$ cat src/rtl/fp_mul_seq.sv
// Sequential IEEE-754 multiplier: radix-2 shift-add significand product, then normalise and round.
// NaN/infinity/zero operands bypass the datapath and retire one cycle after the transfer.
module fp_mul_seq #(
  parameter  int NEXP        = 5,
  parameter  int NSIG        = 10,
  localparam int NRAS        = 4,
  localparam int NTYPES      = 6,
  localparam int NEXCEPTIONS = 5
) (
  input  logic                   clk,
  input  logic                   rst,
  input  logic                   in_valid,
  output logic                   in_ready,
  input  logic [NEXP+NSIG:0]     a,
  input  logic [NEXP+NSIG:0]     b,
  input  logic [NRAS:0]          ra,
  output logic                   out_valid,
  input  logic                   out_ready,
  output logic [NEXP+NSIG:0]     p,
  output logic [NTYPES-1:0]      pFlags,
  output logic [NEXCEPTIONS-1:0] exception
);

  // Bit positions shared with the ieee-754-flags definitions
  localparam int roundTiesToEven     = 0;
  localparam int roundTowardZero     = 1;
  localparam int roundTowardPositive = 2;
  localparam int roundTowardNegative = 3;
  localparam int roundTiesToAway     = 4;
  localparam int SNAN = 5, QNAN = 4, INFINITY = 3, ZERO = 2, SUBNORMAL = 1, NORMAL = 0;
  localparam int INVALID = 4, OVERFLOW = 2, UNDERFLOW = 1, INEXACT = 0;

  localparam int MSB  = NEXP + NSIG;
  localparam int W    = NSIG + 1;
  localparam int PW   = 2 * W;
  localparam int EW   = NEXP + 2;
  localparam int CW   = $clog2(W + 1);
  localparam int BIAS = (1 << (NEXP - 1)) - 1;
  localparam int EMIN = 1 - BIAS;
  localparam int EMAX = BIAS;

  typedef enum logic [2:0] {IDLE, MUL, NORM, ROUND, DONE} state_t;

  state_t                   state_q;
  logic                     in_ready_q, out_valid_q;
  logic [MSB:0]             p_q;
  logic [NTYPES-1:0]        pflags_q;
  logic [NEXCEPTIONS-1:0]   exc_q;
  logic                     sign_q;
  logic [NRAS:0]            ra_q;
  logic [PW-1:0]            mcand_q, prod_q;
  logic [W-1:0]             mplier_q;
  logic [CW-1:0]            cnt_q;
  logic signed [EW-1:0]     exp_q;
  logic                     sticky_q;

  function automatic logic [NTYPES-1:0] classify(input logic [MSB:0] v);
    logic [NEXP-1:0] e;
    logic [NSIG-1:0] f;
    e = v[MSB-1:NSIG];
    f = v[NSIG-1:0];
    classify = '0;
    if (&e) begin
      if (|f) classify[f[NSIG-1] ? QNAN : SNAN] = 1'b1;
      else    classify[INFINITY] = 1'b1;
    end else if (~|e) begin
      classify[(|f) ? SUBNORMAL : ZERO] = 1'b1;
    end else begin
      classify[NORMAL] = 1'b1;
    end
  endfunction

  // Operand decode and special-case resolution at transfer
  logic [NEXP-1:0]        a_exp, b_exp;
  logic [NSIG-1:0]        a_frac, b_frac;
  logic                   a_nan, b_nan, a_snan, b_snan, a_inf, b_inf, a_zero, b_zero;
  logic                   sign_d, special_d;
  logic [MSB:0]           spec_p_d;
  logic [NEXCEPTIONS-1:0] spec_exc_d;
  logic [W-1:0]           a_sig, b_sig;
  logic signed [EW-1:0]   a_e, b_e;

  always_comb begin
    a_exp  = a[MSB-1:NSIG];
    b_exp  = b[MSB-1:NSIG];
    a_frac = a[NSIG-1:0];
    b_frac = b[NSIG-1:0];
    a_nan  = (&a_exp) & (|a_frac);
    b_nan  = (&b_exp) & (|b_frac);
    a_snan = a_nan & ~a_frac[NSIG-1];
    b_snan = b_nan & ~b_frac[NSIG-1];
    a_inf  = (&a_exp) & ~(|a_frac);
    b_inf  = (&b_exp) & ~(|b_frac);
    a_zero = ~(|a_exp) & ~(|a_frac);
    b_zero = ~(|b_exp) & ~(|b_frac);
    a_sig  = {|a_exp, a_frac};
    b_sig  = {|b_exp, b_frac};
    a_e    = (|a_exp) ? $signed({2'b00, a_exp}) - EW'(BIAS) : EW'(EMIN);
    b_e    = (|b_exp) ? $signed({2'b00, b_exp}) - EW'(BIAS) : EW'(EMIN);
    sign_d = a[MSB] ^ b[MSB];

    special_d  = 1'b1;
    spec_p_d   = '0;
    spec_exc_d = '0;
    if (a_snan | b_snan) begin
      spec_p_d           = a_nan ? a : b;
      spec_p_d[NSIG-1]   = 1'b1;
      spec_exc_d[INVALID] = 1'b1;
    end else if (a_nan | b_nan) begin
      spec_p_d = a_nan ? a : b;
    end else if ((a_inf & b_zero) | (a_zero & b_inf)) begin
      spec_p_d            = {1'b0, {NEXP{1'b1}}, 1'b1, {(NSIG-1){1'b0}}};
      spec_exc_d[INVALID] = 1'b1;
    end else if (a_inf | b_inf) begin
      spec_p_d = {sign_d, {NEXP{1'b1}}, {NSIG{1'b0}}};
    end else if (a_zero | b_zero) begin
      spec_p_d = {sign_d, {(NEXP+NSIG){1'b0}}};
    end else begin
      special_d = 1'b0;
    end
  end

  // Normalise: left-justify the product, then denormalise below EMIN with sticky collection
  logic [PW-1:0]        norm_prod_d, n;
  logic signed [EW-1:0] norm_exp_d;
  logic                 norm_sticky_d;
  int                   lz, e_n, sh;

  always_comb begin
    lz = 0;
    for (int unsigned i = 0; i < PW; i++) begin
      if (prod_q[i]) lz = PW - 1 - int'(i);
    end
    n             = prod_q << lz;
    e_n           = int'(exp_q) + 1 - lz;
    sh            = 0;
    norm_sticky_d = 1'b0;
    if (e_n < EMIN) begin
      sh = EMIN - e_n;
      if (sh > PW) sh = PW;
      norm_sticky_d = |(n & ~({PW{1'b1}} << sh));
      n   = n >> sh;
      e_n = EMIN;
    end
    norm_prod_d = n;
    norm_exp_d  = EW'(e_n);
  end

  // Round: top W bits are the significand, next bit is guard, the rest folds into sticky
  logic [NRAS:0]          rm;
  logic [W-1:0]           sig, sig_r;
  logic [W:0]             sum;
  logic                   guard, stk, inexact, inc, to_inf;
  int                     e_r;
  logic [MSB:0]           round_p_d;
  logic [NEXCEPTIONS-1:0] round_exc_d;

  always_comb begin
    rm = '0;
    rm[roundTiesToEven] = 1'b1;
    if ($onehot(ra_q)) rm = ra_q;
    sig     = prod_q[PW-1 -: W];
    guard   = prod_q[NSIG];
    stk     = sticky_q | (|prod_q[NSIG-1:0]);
    inexact = guard | stk;
    if (rm[roundTowardZero])           inc = 1'b0;
    else if (rm[roundTowardPositive])  inc = inexact & ~sign_q;
    else if (rm[roundTowardNegative])  inc = inexact & sign_q;
    else if (rm[roundTiesToAway])      inc = guard;
    else                               inc = guard & (stk | sig[0]);
    sum    = {1'b0, sig} + {{W{1'b0}}, inc};
    sig_r  = sum[W] ? sum[W:1] : sum[W-1:0];
    e_r    = int'(exp_q) + int'(sum[W]);
    to_inf = rm[roundTiesToEven] | rm[roundTiesToAway] |
             (rm[roundTowardPositive] & ~sign_q) | (rm[roundTowardNegative] & sign_q);

    round_exc_d          = '0;
    round_exc_d[INEXACT] = inexact;
    if (e_r > EMAX) begin
      round_exc_d[OVERFLOW] = 1'b1;
      round_exc_d[INEXACT]  = 1'b1;
      round_p_d = to_inf ? {sign_q, {NEXP{1'b1}}, {NSIG{1'b0}}}
                         : {sign_q, {(NEXP-1){1'b1}}, 1'b0, {NSIG{1'b1}}};
    end else begin
      // a clear hidden bit means subnormal or zero: biased exponent field is 0
      round_p_d = {sign_q, (sig_r[NSIG] ? NEXP'(e_r + BIAS) : {NEXP{1'b0}}), sig_r[NSIG-1:0]};
      round_exc_d[UNDERFLOW] = ~sig_r[NSIG] & inexact;
    end
  end

  always_ff @(posedge clk) begin
    if (rst) begin
      state_q     <= IDLE;
      in_ready_q  <= 1'b1;
      out_valid_q <= 1'b0;
      p_q         <= '0;
      pflags_q    <= '0;
      exc_q       <= '0;
      sign_q      <= 1'b0;
      ra_q        <= '0;
      mcand_q     <= '0;
      mplier_q    <= '0;
      prod_q      <= '0;
      cnt_q       <= '0;
      exp_q       <= '0;
      sticky_q    <= 1'b0;
    end else begin
      case (state_q)
        IDLE: begin
          if (in_valid && in_ready_q) begin
            in_ready_q <= 1'b0;
            ra_q       <= ra;
            sign_q     <= sign_d;
            if (special_d) begin
              p_q         <= spec_p_d;
              pflags_q    <= classify(spec_p_d);
              exc_q       <= spec_exc_d;
              out_valid_q <= 1'b1;
              state_q     <= DONE;
            end else begin
              mcand_q  <= {{W{1'b0}}, a_sig};
              mplier_q <= b_sig;
              prod_q   <= '0;
              cnt_q    <= '0;
              exp_q    <= a_e + b_e;
              sticky_q <= 1'b0;
              state_q  <= MUL;
            end
          end
        end
        MUL: begin
          if (mplier_q[0]) prod_q <= prod_q + mcand_q;
          mcand_q  <= mcand_q << 1;
          mplier_q <= mplier_q >> 1;
          cnt_q    <= cnt_q + 1'b1;
          if (cnt_q == CW'(W - 1)) state_q <= NORM;
        end
        NORM: begin
          prod_q   <= norm_prod_d;
          exp_q    <= norm_exp_d;
          sticky_q <= norm_sticky_d;
          state_q  <= ROUND;
        end
        ROUND: begin
          p_q         <= round_p_d;
          pflags_q    <= classify(round_p_d);
          exc_q       <= round_exc_d;
          out_valid_q <= 1'b1;
          state_q     <= DONE;
        end
        DONE: begin
          if (out_ready) begin
            out_valid_q <= 1'b0;
            in_ready_q  <= 1'b1;
            state_q     <= IDLE;
          end
        end
        default: state_q <= IDLE;
      endcase
    end
  end

  assign in_ready  = in_ready_q;
  assign out_valid = out_valid_q;
  assign p         = p_q;
  assign pFlags    = pflags_q;
  assign exception = exc_q;

endmodule

$ cat config.mk
export PLATFORM = sky130hd
export DESIGN_NAME = fp_mul_seq
export DESIGN_NICKNAME = d
export VERILOG_FILES = /design/src/rtl/fp_mul_seq.sv
export SDC_FILE = /design/constraint.sdc
export NUM_CORES = 1
export LEC_CHECK = 0
export ABC_AREA = 0
export CAP_MARGIN = 10
export CORE_ASPECT_RATIO = 0.8
export CORE_MARGIN = 3
export CORE_UTILIZATION = 56
export CTS_CLUSTER_DIAMETER = 150
export DETAILED_ROUTE_END_ITERATION = 8
export PLACE_DENSITY_LB_ADDON = 0.2
export SYNTH_ARGS = -nofsm -noshare
export SYNTH_HDL_FRONTEND = slang
export SYNTH_SLANG_ARGS = --single-unit
$ cat constraint.sdc
create_clock -name clk -period 6.1 [get_ports clk]
set_input_delay 0.915 -clock clk [delete_from_list [all_inputs] [get_ports clk]]
set_output_delay 0.915 -clock clk [all_outputs]
set_load 0.02 [all_outputs]
### Yosys cells after proc, flatten, opt, wreduce, memory -nomap -nowiden

Index checks and enable logic that the tools add are counted.

| word-level totals | value |
|---|---|
| flip-flop bits (word level) | 105 |
| input port bits | 41 |
| output and inout bits | 29 |

| operators by class | value |
|---|---|
| add/sub/neg operators | 15 |
| order comparisons | 11 |
| equality and inequality tests | 12 |
| shift operators | 3 |
| mux-type cells | 119 |
| bitwise gates (word level) | 38 |
| reductions and logical operators | 34 |

Operator list:

| kind | count |
|---|---|
| $mux W32 | 23 |
| $mux W22 | 6 |
| $mux W16 | 8 |
| $pmux W22 S3 | 1 |
| $reduce_or A10 Y1 | 5 |
| $mux W11 | 4 |
| $pmux W22 S2 | 1 |
| $mux W5 | 7 |
| $mux W7 | 5 |
| $mux W1 | 33 |
| $gt A32 B6 Y1 const B | 1 |
| $lt A32 B5 Y1 const B | 1 |
| $pmux W16 S2 | 1 |
| $shl A22 B32 Y22 | 1 |
| $shl A22 B32 Y22 const A | 1 |
| $shr A22 B32 Y22 | 1 |
| $sub A5 B32 Y32 const A | 1 |
| $sub A8 B32 Y32 | 1 |
| $mux W6 | 4 |
| $add A22 B22 Y22 | 1 |
| $and A22 B22 Y22 | 1 |
| $not A22 Y22 | 1 |
| $pmux W11 S2 | 1 |
| $reduce_or A22 Y1 | 1 |
| other kinds (45) | 122 |

### Longest topological paths before layout

Gate-level depths: netlist of the first run.

| depth | value |
|---|---|
| depth in word-level cells | 33 |
| gate-level depth with buffers | 29 |
| mapped depth without buffers | 28 |

### Least setup slack after synthesis of the first run

No wires, ideal clock.

| timing | value |
|---|---|
| kind | reg2reg |
| start | reg ra_q[0] |
| end | reg pflags_q[1] (netlist: pFlags[1]) |
| library setup time | 0.128 ns |
| data arrival time | 5.889 ns |
| data required time | 5.972 ns |
| slack | 0.084 ns |
| cell stages (with the launch flop) | 28 |
| buffers on the path | 1 |
| clock period less this slack | 6.016 ns |
| path through | dfxtp_1 > fa_1 > inv_1 > fa_1 > inv_1 > ha_1 > nor3_1 > a21oi_1 > nand2_1 > a31oi_1 > a21oi_1 > ha_1 > nand3_1 > or2_2 > nor4_1 > ha_1 > ha_1 > and3_1 > a31oi_1 > or2_2 > and4_1 > clkbuf_1 > and2_1 > or4_1 > nor4_1 > o311ai_0 > o21ai_0 > nor2_1 |

| between the ends | value |
|---|---|
| longest elaborated chain between the ends | 22 |
| elaborated cells on any way between the ends | 41 |

RTL lines:

| item | line | RTL |
|---|---|---|
| from (decl) | 50 | `logic [NRAS:0] ra_q;` |
| from (signal assigned) | 212 | `ra_q <= ra;` |
| $add A1 B1 Y2 (not written as such) | 161 | `if ($onehot(ra_q)) rm = ra_q;` |
| $add A2 B2 Y3 (not written as such) | 161 |  |
| $add A3 B1 Y3 (not written as such) | 161 |  |
| $eq A3 B1 Y1 | 161 |  |
| $mux W5 * | 161 |  |
| $mux W1 | 169 | `else if (rm[roundTiesToAway]) inc = guard;` |
| $mux W1 | 168 | `else if (rm[roundTowardNegative]) inc = inexact & sign_q;` |
| $mux W1 | 167 | `else if (rm[roundTowardPositive]) inc = inexact & ~sign_q;` |
| [... 6 more ...] | - |  |
| $mux W2 | 67 | `classify[(\|f) ? SUBNORMAL : ZERO] = 1'b1;` |
| $lt A2 B4 Y1 (not written as such) / $ge A2 B1 Y1 (equally long branches) | 67 |  |
| $logic_and A1 B1 Y1 (not written as such) | 67 |  |
| $mux W1 | 67 |  |
| $demux W1 S3 | 67 |  |
| $mux W5 | 66 | `end else if (~\|e) begin` |
| $mux W6 * | 63 | `if (&e) begin` |
| $pmux W6 S2 * | 208 | `case (state_q)` |
| to (signal assigned) | 216 | `pflags_q <= classify(spec_p_d);` |
| to (signal assigned) | 246 | `pflags_q <= classify(round_p_d);` |
| to (decl) | 47 | `logic [NTYPES-1:0] pflags_q;` |

Mark *: on every way between the ends. The rest lies on a longest branch, timed or not.
A chain may end at the register's enable or synchronous reset.

### Worst setup path after layout of the first run

Ends and elaborated chain as after synthesis.

==> out/qor.yml, run 1 <==
initial_core_util: 0.579
cts_tree: "yes"
final_net_count: 1769
areaGrowthSynthToFinish_pct: 17.3
grt_pass1_vias: 12544
clk_latency_ns: 0.37
drc: 0
clk_pin_slew_ns: 0.09
cts-root-buf: "clkbuf_16"
ys_ff_latch: 104
synth_area_um2: 11100
yosysTopAreaCellShare: 0.187
overflow: 0
skew_ns: 0.0178
wl_per_cell_um: 24.6
crit_type: "reg2reg"
whs_ns: 0.458
cts.sinks: 104
utilization: 0.679
dieHeight_um: 132
crit_path_top_delay_cell: "or4_1"
grt_use_total: 0.421
port_buffers: 68
outcome: "complete, no violations"
crit_fanout: 5
leakagePower_nw: 5.03
diodes: 0
synth_ff_type: "dfxtp_1"
setup_viol: 0
drtPass1Iterations: 9
avgSynthCellArea_um2: 7.11
synth_edf_count: 0
dpl.cell_count: 1911
irDropWorstVdd_v: 0.000855
holdBufCountCts: 0
arrival_ns: 6.11
finalWorstSetupSlack_ns: 0.202
rows: 45
fillers: 1624
synth_fp_nets: 1668
cts_max_level: 3
synth_commonest_cells: "nand2_1, nor2_1, a21oi_1"
syn_inst: 1563
fin_cells: 1927
synth_cell_type_count: 103
wl_um: 47300
power_density_nw_per_um2: 598
cts_made_buffers: 9
clock_path_buffers: 2
final_cell_area_um2: 13000
cp.depth: 28
slew_viol_final: 0
min_path_cells: 2
total_power_mw: 7.80
grt_pass1_wl_um: 72400
required_ns: 6.31
crit_path_start_kind: "register"
yosys_warnings: 0
die_w_um: 164
max_freq_mhz: 170
yosys.cell_count.top_type: "nand2_1"
hp-class: "reg2reg"
drt-initial-drc-count: 2435
max_cap_violations: 0
r2r_cells: 28
yosysTopAreaCell: "dfxtp_1"
grt_max_degree: 81
cp-end-kind: "register"
die_area_um2: 21600
async_reset_ff_frac: 0
slew_headroom: 0.139
cpPeakStageDelay_ns: 0.54
core_area_um2: 19200
worst_pin_slew_ns: 1.28
min_period_ns: 5.90
ioPinCount: 70
crit_path_frequent_cell: "ha_2"
cp_num_buf_inv: 4
cts_setup_buffers: 0
synth_area_leaders: "dfxtp_1, ha_1, nand2_1"
setup_tns_ns: 0
path_delay_family: "simple AND/OR/NAND/NOR gates"
num_vias: 13810
gp_congestion: 1.05
fin_crit_sh: 0.967
dp_hpwl_um: 36600
antenna_found_initial: 1
drive_gt1_frac: 0.129
synth-seq-area-share: 0.187
antenna_left: 0
finalHoldViolations: 0
place_area_um2: 12600
dp_worst_setup_slack_ns: -0.0191
via_per_inst: 7.17
==> kinds of logic after synthesis <==
| logic type | count (synthesis) | share of synthesized area |
|---|---|---|
| AO/OA/AOI/OAI | 541 | 0.347 |
| XOR/XNOR | 52 | 0.0410 |
| adder cells (fa/ha/maj) | 65 | 0.0770 |
| buffers and inverters | 155 | 0.0575 |
| flip-flops | 104 | 0.187 |
| multiplexers | 35 | 0.0329 |
| other | 1 | 0.000337 |
| AND/OR/NAND/NOR | 610 | 0.257 |
==> layout make-up <==
type / instances / area, um2 / area share
Timing Repair Buffer: 192 / 1620 / 0.124
Clock buffer: 9 / 225 / 0.0173
Clock inverter: 7 / 98.8 / 0.00758
Sequential cell: 104 / 2090 / 0.160
Tap cell: 258 / 323 / 0.0248
Inverter: 53 / 201 / 0.0155
Multi-Input combinational cell: 1304 / 8480 / 0.651
==> power breakdown <==
group / switching [mW] / internal, mW / total, mW
Sequential: 0.0934 / 0.733 / 0.826
Clock: 0.336 / 0.303 / 0.639
Combinational: 4.01 / 2.33 / 6.34
==> timing repair <==
item | 4_1_cts | 5_1_grt
endpoints found under the setup margin | 1 | 29
pin swaps | 0 | 1
resized for setup | 1 | 21
==> sequential cells by signal, indices dropped and copies added, names as in the netlist <==
signal     cells
sign_q         1
ra_q           5
mcand_q       22
pFlags         6
sticky_q       1
prod_q        22
state_q        3
in_ready       1
cnt_q          4
out_valid      1
p             16
exception      4
exp_q          7
mplier_q      11
==> worst reg2reg max path, delay by kind of cell (launching register included) <==
kind                       cells  cell delay (ns)
AOI/OAI and AO/OA              6             0.64
adders and majority gates      6             1.68
buffers and inverters          4             0.46
DFF                            1             0.35
and+or+nand+nor               12             2.59
==> worst paths after layout <==
| check | from | endpoint | slack [ns] |
|---|---|---|---|
| setup / recovery | ra_q[0] | pFlags[1] | 0.20 |
| hold / removal | p[12] | p[12] | 0.46 |
| setup reg to reg | ra_q[0] | pFlags[1] | 0.20 |
| hold reg to reg | p[12] | p[12] | 0.46 |
==> per-layer routing <==
layer  track usage  vias up  part of all wire
met5             0        -           0.00027
met4         0.110        2             0.034
met3         0.179      182              0.17
met2         0.581     1098              0.40
met1         0.600     6407              0.40
li1              -     6121                 -
==> cells in the final DEF (no fill, tap or decap), types with 14 or more instances in the layout <==
cell	Yosys	routed
o211ai_1	27	27
a31oi_1	23	23
nand2_1	184	184
a21oi_1	124	123
nor2_1	177	174
dfxtp_1	104	101
nand3_1	68	67
a22oi_1	27	27
a21o_1	15	15
nor3_1	46	45
a221oi_1	31	31
ha_1	58	55
xor2_1	21	21
clkdlybuf4s50_1	0	67
mux2i_1	25	25
nand4_1	16	16
a311oi_1	29	29
nor4_1	25	19
xnor2_1	31	31
buf_4	4	124
o221ai_1	14	14
a211oi_1	32	32
inv_1	49	49
nand2b_1	16	16
o21ai_0	72	70
Power figures use the tool's default switching activity.
==> inputs of run 2 (changes only) <==
--- a/config.mk
+++ b/config.mk
@@ -7,7 +7,7 @@
 export LEC_CHECK = 0
 export ABC_AREA = 0
 export CAP_MARGIN = 10
-export CORE_ASPECT_RATIO = 0.8
+export CORE_ASPECT_RATIO = 1.4
 export CORE_MARGIN = 3
 export CORE_UTILIZATION = 56
 export CTS_CLUSTER_DIAMETER = 150
==> out/qor.yml, run 2 (synthesis gave the netlist of run 1 again) <==
fin_crit_sh: 0.955  # -0.0117
antenna_found_initial: 0  # -1
rows: 60  # +33%
wl_um: 47200  # -0.28%
r2r-end: "pFlags[1]"
leakagePower_nw: 5.01  # -0.41%
max_freq_mhz: 172  # +1.2%
cpPeakStageDelay_ns: 0.56  # +0.02 ns
clk_latency_ns: 0.36  # about the same
diodes: 0  # unchanged
slew_viol_final: 0  # unchanged
cts_max_level: 3  # unchanged
layout_common_cells: "nand2_1, nor2_1, a21oi_1"
grt_use_total: 0.417  # -0.00414
hp-class: "reg2reg"
power_density_nw_per_um2: 597  # -0.31%
num_vias: 13883  # +0.53%
ioPinCount: 70  # unchanged
die_area_um2: 21600  # about the same
grt_pass1_vias: 13337  # +6.3%
min_period_ns: 5.83  # -0.0711 ns
overflow: 0  # unchanged
worst_pin_slew_ns: 1.34  # +0.0563 ns
cts_tree: "yes"
path_delay_family: "simple AND/OR/NAND/NOR gates"
cp-end-kind: "register"
crit_fanout: 5  # unchanged
setup_viol: 0  # unchanged
required_ns: 6.33  # +0.02 ns
via_per_inst: 7.25  # +1.2%
crit_path_top_delay_cell: "or4_1"
cts_made_buffers: 9  # unchanged
r2r_cells: 28  # unchanged
clock_path_buffers: 2  # unchanged
finalHoldViolations: 0  # unchanged
r2r-start: "ra_q[0]"
startpoint: "ra_q[0]"
crit_path_start_kind: "register"
clk_pin_slew_ns: 0.08  # about the same
final_cell_area_um2: 13000  # -0.60%
reg2reg_setup_slack_ns: 0.27  # +0.07 ns
grt_max_degree: 65  # -20%
max_cap_violations: 0  # unchanged
drtPass1Iterations: 6  # -3
die_w_um: 125  # -24%
drt-initial-drc-count: 1785  # -27%
crit_path_frequent_cell: "ha_1"
min_to: "p[11]"
wl_per_cell_um: 24.7  # +0.34%
slew_headroom: 0.103  # -0.0363
core_area_um2: 19400  # +0.88%
cp_num_buf_inv: 4  # unchanged
areaGrowthSynthToFinish_pct: 16.6
outcome: "complete, no violations"
arrival_ns: 6.05  # -0.06 ns
gp_congestion: 1.10  # +4.1%
port_buffers: 68  # unchanged
antenna_left: 0  # unchanged
initial_core_util: 0.574  # -0.00505
dieHeight_um: 173  # +31%
irDropWorstVdd_v: 0.000460  # -46%
skew_ns: 0.0113  # -0.00653 ns
place_area_um2: 12600  # -0.12%
setup_tns_ns: 0  # unchanged
layout_commonest_cell: "nand2_1"
drive_gt1_frac: 0.122  # -0.00764
cts.sinks: 104  # unchanged
dp_hpwl_um: 36500  # -0.16%
min_path_cells: 2  # unchanged
hp-start: "p[11]"
drc: 0  # unchanged
grt_pass1_wl_um: 73200  # +1.0%
final_net_count: 1767  # -0.11%
crit_type: "reg2reg"
cts-root-buf: "clkbuf_16"
==> run 2: repair_timing <==
action | CTS | global route
endpoints found under the setup margin | 0 | 21
gates resized for setup | 0 | 11
hold buffers | 0 | 0
setup buffers | 0 | 0
==> run 2: metrics by stage <==
stage | setup WS [ns] | total power [mW] | utilization | hold slack [ns] | instances
2_1_floorplan | 0.0836 | 4.48 | - | 0.449 | 1563
3_3_place_gp | 0.239 | 6.80 | 0.652 | 0.444 | 1899
3_5_place_dp | 0.0614 | 6.84 | 0.652 | 0.446 | 1899
4_1_cts | 0.0252 | 7.43 | 0.667 | 0.463 | 1915
5_1_grt | -0.0124 | 8.08 | 0.669 | 0.484 | 1915
6_report | 0.273 | 7.73 | 0.669 | 0.461 | 1915
==> run 2: layout make-up <==
class,instances,area [um2]
Multi-Input combinational cell,1304,8460
Fill cell,1764,6410
Sequential cell,104,2080
Timing Repair Buffer,190,1620
Tap cell,248,310
Clock buffer,9,225
Inverter,53,201
Clock inverter,7,62.6
==> run 2: layer usage <==
layer / wire [um] / GRT usage / vias up
met1: 16000 / 0.470 / 6356
met4: 4890 / 0.321 / 0
li1: - / - / 6118
met3: 4730 / 0.0776 / 329
met5: 0 / 0 / -
met2: 21600 / 0.692 / 1080
==> run 2: worst reg2reg max path: cells and delay by family, from the launching register on <==
family	cells	cell delay (ns)
compound gates	6	0.62
fa+ha+maj	6	1.71
buf+inv	4	0.48
flops	1	0.35
simple gates	12	2.53
==> run 2: power breakdown <==
| part | internal (mW) | switching (mW) | total [mW] |
|---|---|---|---|
| Combinational | 2.36 | 3.97 | 6.33 |
| Sequential | 0.732 | 0.0921 | 0.824 |
| Clock | 0.286 | 0.293 | 0.579 |
==> run 2: worst max path at each step <==
stage / end / cells after the start
finish: pFlags[1] / 28
global route: pFlags[1] / 28
CTS: pFlags[1] / 28
detailed placement: pFlags[1] / 28
global placement: pFlags[1] / 28
floorplan: pFlags[1] / 27
